$ cat config.mk
export PLATFORM = sky130hd
export DESIGN_NAME = double_lt
export DESIGN_NICKNAME = d
export VERILOG_FILES = /design/src/rtl/double_lt.sv
export SDC_FILE = /design/constraint.sdc
export NUM_CORES = 1
export LEC_CHECK = 0
export ABC_AREA = 1
export BUFFER_PORTS_ARGS = -buffer_cell sky130_fd_sc_hd__buf_2
export CAP_MARGIN = 0
export CORE_ASPECT_RATIO = 0.75
export CORE_UTILIZATION = 35
export DETAILED_ROUTE_END_ITERATION = 7
export GPL_TIMING_DRIVEN = 0
export PLACE_DENSITY = 0.66
export SLEW_MARGIN = 30
export SYNTH_ARGS = -nofsm -noshare
export SYNTH_HDL_FRONTEND = slang
export SYNTH_SLANG_ARGS = --single-unit
$ cat constraint.sdc
create_clock -name clk -period 1.25 [get_ports clk]
set_input_delay 0.25 -clock clk [delete_from_list [all_inputs] [get_ports clk]]
set_output_delay 0.25 -clock clk [all_outputs]
set_load 0.03 [all_outputs]
$ cat src/rtl/double_lt.sv
// double_lt: registered IEEE-754 binary64 comparator, z = (a < b).
// NaN on either side or +0/-0 pairs give 0; subnormals are compared exactly.
// Define DOUBLE_LT_INREG_EN to add 64-bit input registers (latency 1 -> 2).
module double_lt (
  input  logic        clk,
  input  logic        rst_n,
  input  logic [63:0] a,
  input  logic [63:0] b,
  output logic        z
);

  logic [63:0] op_a;
  logic [63:0] op_b;
  logic        sign_a;
  logic        sign_b;
  logic        nan_a;
  logic        nan_b;
  logic        zero_a;
  logic        zero_b;
  logic        mag_lt;
  logic        mag_gt;
  logic        lt;

`ifdef DOUBLE_LT_INREG_EN
  // Capture operands so the compare core runs from registered values
  always_ff @(posedge clk or negedge rst_n) begin
    if (!rst_n) begin
      op_a <= '0;
      op_b <= '0;
    end else begin
      op_a <= a;
      op_b <= b;
    end
  end
`else
  // Feed the compare core directly from the ports
  always_comb begin
    op_a = a;
    op_b = b;
  end
`endif

  // Classify operands and compare their 63-bit magnitudes
  always_comb begin
    sign_a = op_a[63];
    sign_b = op_b[63];
    nan_a  = (op_a[62:52] == 11'h7FF) && (op_a[51:0] != 52'd0);
    nan_b  = (op_b[62:52] == 11'h7FF) && (op_b[51:0] != 52'd0);
    zero_a = (op_a[62:0] == 63'd0);
    zero_b = (op_b[62:0] == 63'd0);
    mag_lt = (op_a[62:0] < op_b[62:0]);
    mag_gt = (op_a[62:0] > op_b[62:0]);
  end

  // Apply ordering rules: NaN, signed zeros, sign, then magnitude
  always_comb begin
    lt = 1'b0;
    if (nan_a || nan_b) begin
      lt = 1'b0;
    end else if (zero_a && zero_b) begin
      lt = 1'b0;
    end else if (sign_a != sign_b) begin
      lt = sign_a;
    end else if (!sign_a) begin
      lt = mag_lt;
    end else begin
      lt = mag_gt;
    end
  end

  // Output register
  always_ff @(posedge clk or negedge rst_n) begin
    if (!rst_n) begin
      z <= 1'b0;
    end else begin
      z <= lt;
    end
  end

endmodule

==> results of run 1 <==
[metal layers]
metal / up-vias / track usage / share of wire
li1: 1676 / - / -
met5: - / 0 / 0.0014
met4: 2 / 0.0365 / 0.010
met2: 86 / 0.400 / 0.46
met3: 10 / 0.0259 / 0.051
met1: 1330 / 0.298 / 0.48
[cell families after synthesis]
group,share of synthesized area
flops,0.0106
fa+ha+maj,0.333
compound gates,0.0676
simple gates,0.440
buf+inv,0.149
[timing repair]
item	CTS	global route
endpoints found under the setup margin	1	1
buffers inserted	14	2
hold buffers	0	0
resized for setup	115	19
gates cloned	0	0
pin swaps	63	15
[how the worst min path moves through the flow]
stage,endpoint
floorplan,z
detailed placement,z
CTS,z
global placement,z
finish,z
global route,z
[metrics by stage]
stage	std cells	setup slack (ns)
4_1_cts	651	-0.383
5_1_grt	653	-0.509
6_report	653	-0.423
2_1_floorplan	426	-0.161
3_3_place_gp	637	-0.516
3_5_place_dp	637	-0.514
[where the power goes]
group	leakage, nW	internal [W]	total, W	switching [W]
combinational	2.04	0.000589	0.00123	0.000640
sequential	0.0113	0.0000373	0.0000387	0.00000136
clock	0	0	0	0
[placed cells by master, fill, tap and decap left out, types with 3 or more instances in the layout]
master   count
nor4_1       7
ha_4        39
buf_4       18
nand3_2      3
nand3_1      8
buf_2      116
inv_4        5
a21oi_2      6
nand2_4      4
nand2_2     12
nand2_1     94
inv_2       36
ha_1        24
nand4_1     28
a21o_1       4
inv_1       53
buf_6       12
nor2_1      62
nor2_4       7
a21oi_1     18
nor3_1       5
[final cells by class]
cell class,instances,share of cell area
multi-input combinational,331,0.664
tap,81,0.0254
sequential,1,0.00626
inverter,94,0.0914
timing repair buffer,146,0.213
==> results.sh, run 1 <==
export IMPL_status="complete, but fails checks"
export IMPL_violations="negative setup slack"
export IMPL_ys_ff_latch=1
export IMPL_path_cells="buf_2, inv_4, ha_4, nand2_4, nor2_4, nand3_4, nor3_4, buf_4, nand4_1, a21oi_2, nor2_1"
export IMPL_drive_above_1_share=0.463
export IMPL_timing_hold_ws_ns=0.0273
export IMPL_setup_slack_ns=-0.423
export IMPL_syn_nets=619
export IMPL_critPathKind="input pin to register"
export IMPL_placed_area_um2=3190
export IMPL_crit_end="z"
export IMPL_fillerInstances=620
export IMPL_drc=0
export IMPL_grt_usage=0.225
export IMPL_slowest_stage="ha_4"
export IMPL_initial_core_util=0.369
export IMPL_nets=767
export IMPL_netlist_area_um2=2370
export IMPL_setup_viol=1
export IMPL_worst_path_buf_inv=3
export IMPL_coreArea_um2=6410
export IMPL_die_w_um=97.0
export IMPL_layout_min_cycle_time_ns=1.67
export IMPL_grt_antenna_before_repair=1
export IMPL_clk_pin_slew_ns=0
export IMPL_yosysMostFrequentCell="nand2_1"
export IMPL_ant_nets=0
export IMPL_grt_pass1_vias=2935
export IMPL_diodes=0
export IMPL_ff_latch_area_um2=25.0
export IMPL_final_hold_violation_count=0
export IMPL_path_delay_family="simple AND/OR/NAND/NOR gates"
export IMPL_final_util=0.623
export IMPL_rows=25
export IMPL_drt_iter0_drc=74
export IMPL_post_dp_hpwl_mm=6.39
export IMPL_synthTopCellsByCount="nand2_1 (110), inv_1 (94), nor2_1 (69)"
export IMPL_slowest_delay_ns=0.28
export IMPL_synth_edf_count=0
export IMPL_die_h_um=73.2
export IMPL_largest_register="z"
export IMPL_largest_register_ffs=1
export IMPL_wirelength_mm=8.15
export IMPL_gp_congestion=0.872
export IMPL_synth_top_area_frac=0.333
export IMPL_path_depth=11
export IMPL_power_density_nw_per_um2=317
export IMPL_yosys_warnings=0
export IMPL_synth_cell_type_count=16
export IMPL_synth_top_flop_cell="dfrtp_1"
export IMPL_syn_area_per_cell_um2=5.56
export IMPL_leakage_nw=2.05
export IMPL_io_pins=131
export IMPL_dr_total_vias=3104
export IMPL_firstDrtPassIters=4
export IMPL_multi_input_area_um2=2650
export IMPL_io_buffers=130
export IMPL_yosys_top_cells_area="ha_1 (33%), nand2_1 (17%), inv_1 (15%), nor2_1 (11%), nand4_1 (7.4%)"
export IMPL_grt_max_degree=4
export IMPL_overflow=0
export IMPL_viasPerCell=4.75
export IMPL_grt_pass1_wl_mm=13.2
export IMPL_critPathCaptureType="register"
export IMPL_maxCapViolCount=0
export IMPL_min_period_over_period=1.34
export IMPL_yosysTopAreaCell="ha_1"
export IMPL_worstMarginPinSlew_ns=0.360
export IMPL_syn_to_final_growth_pct=68.7
export IMPL_rsz0062_at_grt="true"
export IMPL_max_freq_mhz=598
export IMPL_seq_area_frac_synth=0.0106
export IMPL_min_path_type="input pin to asynchronous set/reset pin"
export IMPL_cp_startpoint="b[28]"
export IMPL_die_area_um2=7100
export IMPL_async_flop_share=1.00
export IMPL_max_slew_margin=0.758
export IMPL_peakVddDrop_uv=164
export IMPL_fin_area_um2=4000
export IMPL_cp_start_kind="input pin"
export IMPL_drv_slew=0
export IMPL_fin_setup_tns_ns=-0.423
export IMPL_wl_per_cell_um=12.5
export IMPL_required_ns=1.13
export IMPL_crit_arrival_ns=1.55
export IMPL_total_power_w=0.00127
export IMPL_largestRegisters="z: 1 flops"
export IMPL_syn_inst=426
export IMPL_crit_fanout=2
Note: power is estimated with default switching activity, not from simulation.
==> inputs of run 2 (changes only) <==
- REMOVE_ABC_BUFFERS: default -> 1
==> run 2 against run 1 <==
  * The run still ends with negative setup slack left
  * Core utilization fell by 3.2 points
  * Worst hold slack improved by 0.0012 ns
  * Maximum frequency barely moved
  * Cell count fell by 0.92%
  * Final area fell by 5.2%
  * Critical path depth fell by 1
  * Sequential share of layout area barely moved
  * Global-route usage fell by 0.81 points
  * Critical endpoint unchanged
  * Largest cell class unchanged
  * Highest routed layer is now met4
==> results.sh, run 2 (synthesis gave the netlist of run 1 again) <==
export IMPL_min_path_type="input pin to asynchronous set/reset pin"
export IMPL_grt_antenna_before_repair=0
export IMPL_layout_min_cycle_time_ns=1.67
export IMPL_fin_area_um2=3790
export IMPL_setup_viol=1
export IMPL_crit_arrival_ns=1.55
export IMPL_dr_total_vias=3068
export IMPL_die_area_um2=7100
export IMPL_clk_pin_slew_ns=0
export IMPL_max_slew_margin=0.733
export IMPL_maxCapViolCount=0
export IMPL_leakage_nw=2.03
export IMPL_nets=761
export IMPL_largest_register_ffs=1
export IMPL_grt_pass1_vias=2868
export IMPL_power_density_nw_per_um2=313
export IMPL_layout_common_cells="buf_2 (118), nand2_1 (98), nor2_1 (63)"
export IMPL_layout_commonest_cell="buf_2"
export IMPL_gp_congestion=0.849
export IMPL_ant_nets=0
export IMPL_initial_core_util=0.369
export IMPL_io_buffers=130
export IMPL_largest_register="z"
export IMPL_final_hold_violation_count=0
export IMPL_grt_pass1_wl_mm=12.9
export IMPL_critPathCaptureType="register"
export IMPL_coreArea_um2=6410
export IMPL_diodes=0
export IMPL_rsz0062_at_grt="true"
export IMPL_placed_area_um2=3120
export IMPL_wirelength_mm=7.80
export IMPL_die_h_um=73.2
export IMPL_peakVddDrop_uv=153
export IMPL_required_ns=1.13
export IMPL_post_dp_hpwl_mm=6.32
export IMPL_grt_max_degree=4
export IMPL_violations="negative setup slack"
export IMPL_drt_iter0_drc=120
export IMPL_max_freq_mhz=598
export IMPL_post_place_ws_ns=-0.564
export IMPL_io_pins=131
export IMPL_firstDrtPassIters=4
export IMPL_drv_slew=0
export IMPL_drc=0
export IMPL_worstMarginPinSlew_ns=0.398
export IMPL_syn_to_final_growth_pct=59.9
export IMPL_overflow=0
export IMPL_status="complete, but fails checks"
export IMPL_die_w_um=97.0
export IMPL_largestRegisters="z: 1 flops"
export IMPL_setup_slack_ns=-0.423
export IMPL_critPathKind="input pin to register"
export IMPL_min_period_over_period=1.34
export IMPL_cp_start_kind="input pin"
export IMPL_rows=25
export IMPL_timing_hold_ws_ns=0.0285
export IMPL_grt_usage=0.216
export IMPL_wl_per_cell_um=12.1
export IMPL_crit_fanout=3
export IMPL_drive_above_1_share=0.413
export IMPL_viasPerCell=4.74
[run 2: cell type report]
type                       instances  area, um2
timing repair buffer             140        801
inverter                          94        360
sequential                         1       25.0
fill                             638       2630
multi-input combinational        331       2500
tap                               81        101
[run 2: critical path, stage by stage]
cell     delay, ns
buf_2         0.09
inv_2         0.05
ha_4          0.27
nand2_2       0.06
nor2_4        0.11
nand4_1       0.16
nor3_1        0.22
nand4_1       0.11
a21oi_1       0.17
nor2_1        0.06
[run 2: where the power goes]
| group | internal, W | switching [W] |
|---|---|---|
| combinational | 0.000545 | 0.000602 |
| sequential | 0.0000373 | 0.00000150 |
| clock | 0 | 0 |
| total | 0.000583 | 0.000603 |
[run 2: per-stage QoR]
step | total power (W) | std cells | TNS [ns] | utilization
3_3_place_gp | 0.000864 | 637 | -0.555 | 0.487
5_1_grt | 0.00134 | 647 | -0.532 | 0.591
6_report | 0.00119 | 647 | -0.423 | 0.591
2_1_floorplan | 0.000511 | 426 | -0.189 | -
3_5_place_dp | 0.000879 | 637 | -0.564 | 0.487
4_1_cts | 0.00114 | 646 | -0.402 | 0.588
[run 2: layer usage]
metal	wire length (um)	share of wire	GRT usage
met5	0	0	0
met1	3950	0.51	0.314
met3	403	0.052	0.0125
met2	3430	0.44	0.373
met4	19	0.0024	0.00498
[run 2: path summary, 6_finish.rpt]
check	startpoint	end	slack, ns	cells after the start
worst max-delay path	b[52]	z	-0.42	10
worst min-delay path	rst_n	z	0.03	1
max in group asynchronous	rst_n	z	1.13	1
min in group clk	b[63]	z	0.56	4
[run 2: timing repair]
action,in CTS,in global routing
setup endpoints to repair,1,1
resized for setup,115,4
buffers inserted,9,1
hold buffers,0,0
gates cloned,0,0
pin swaps,65,11
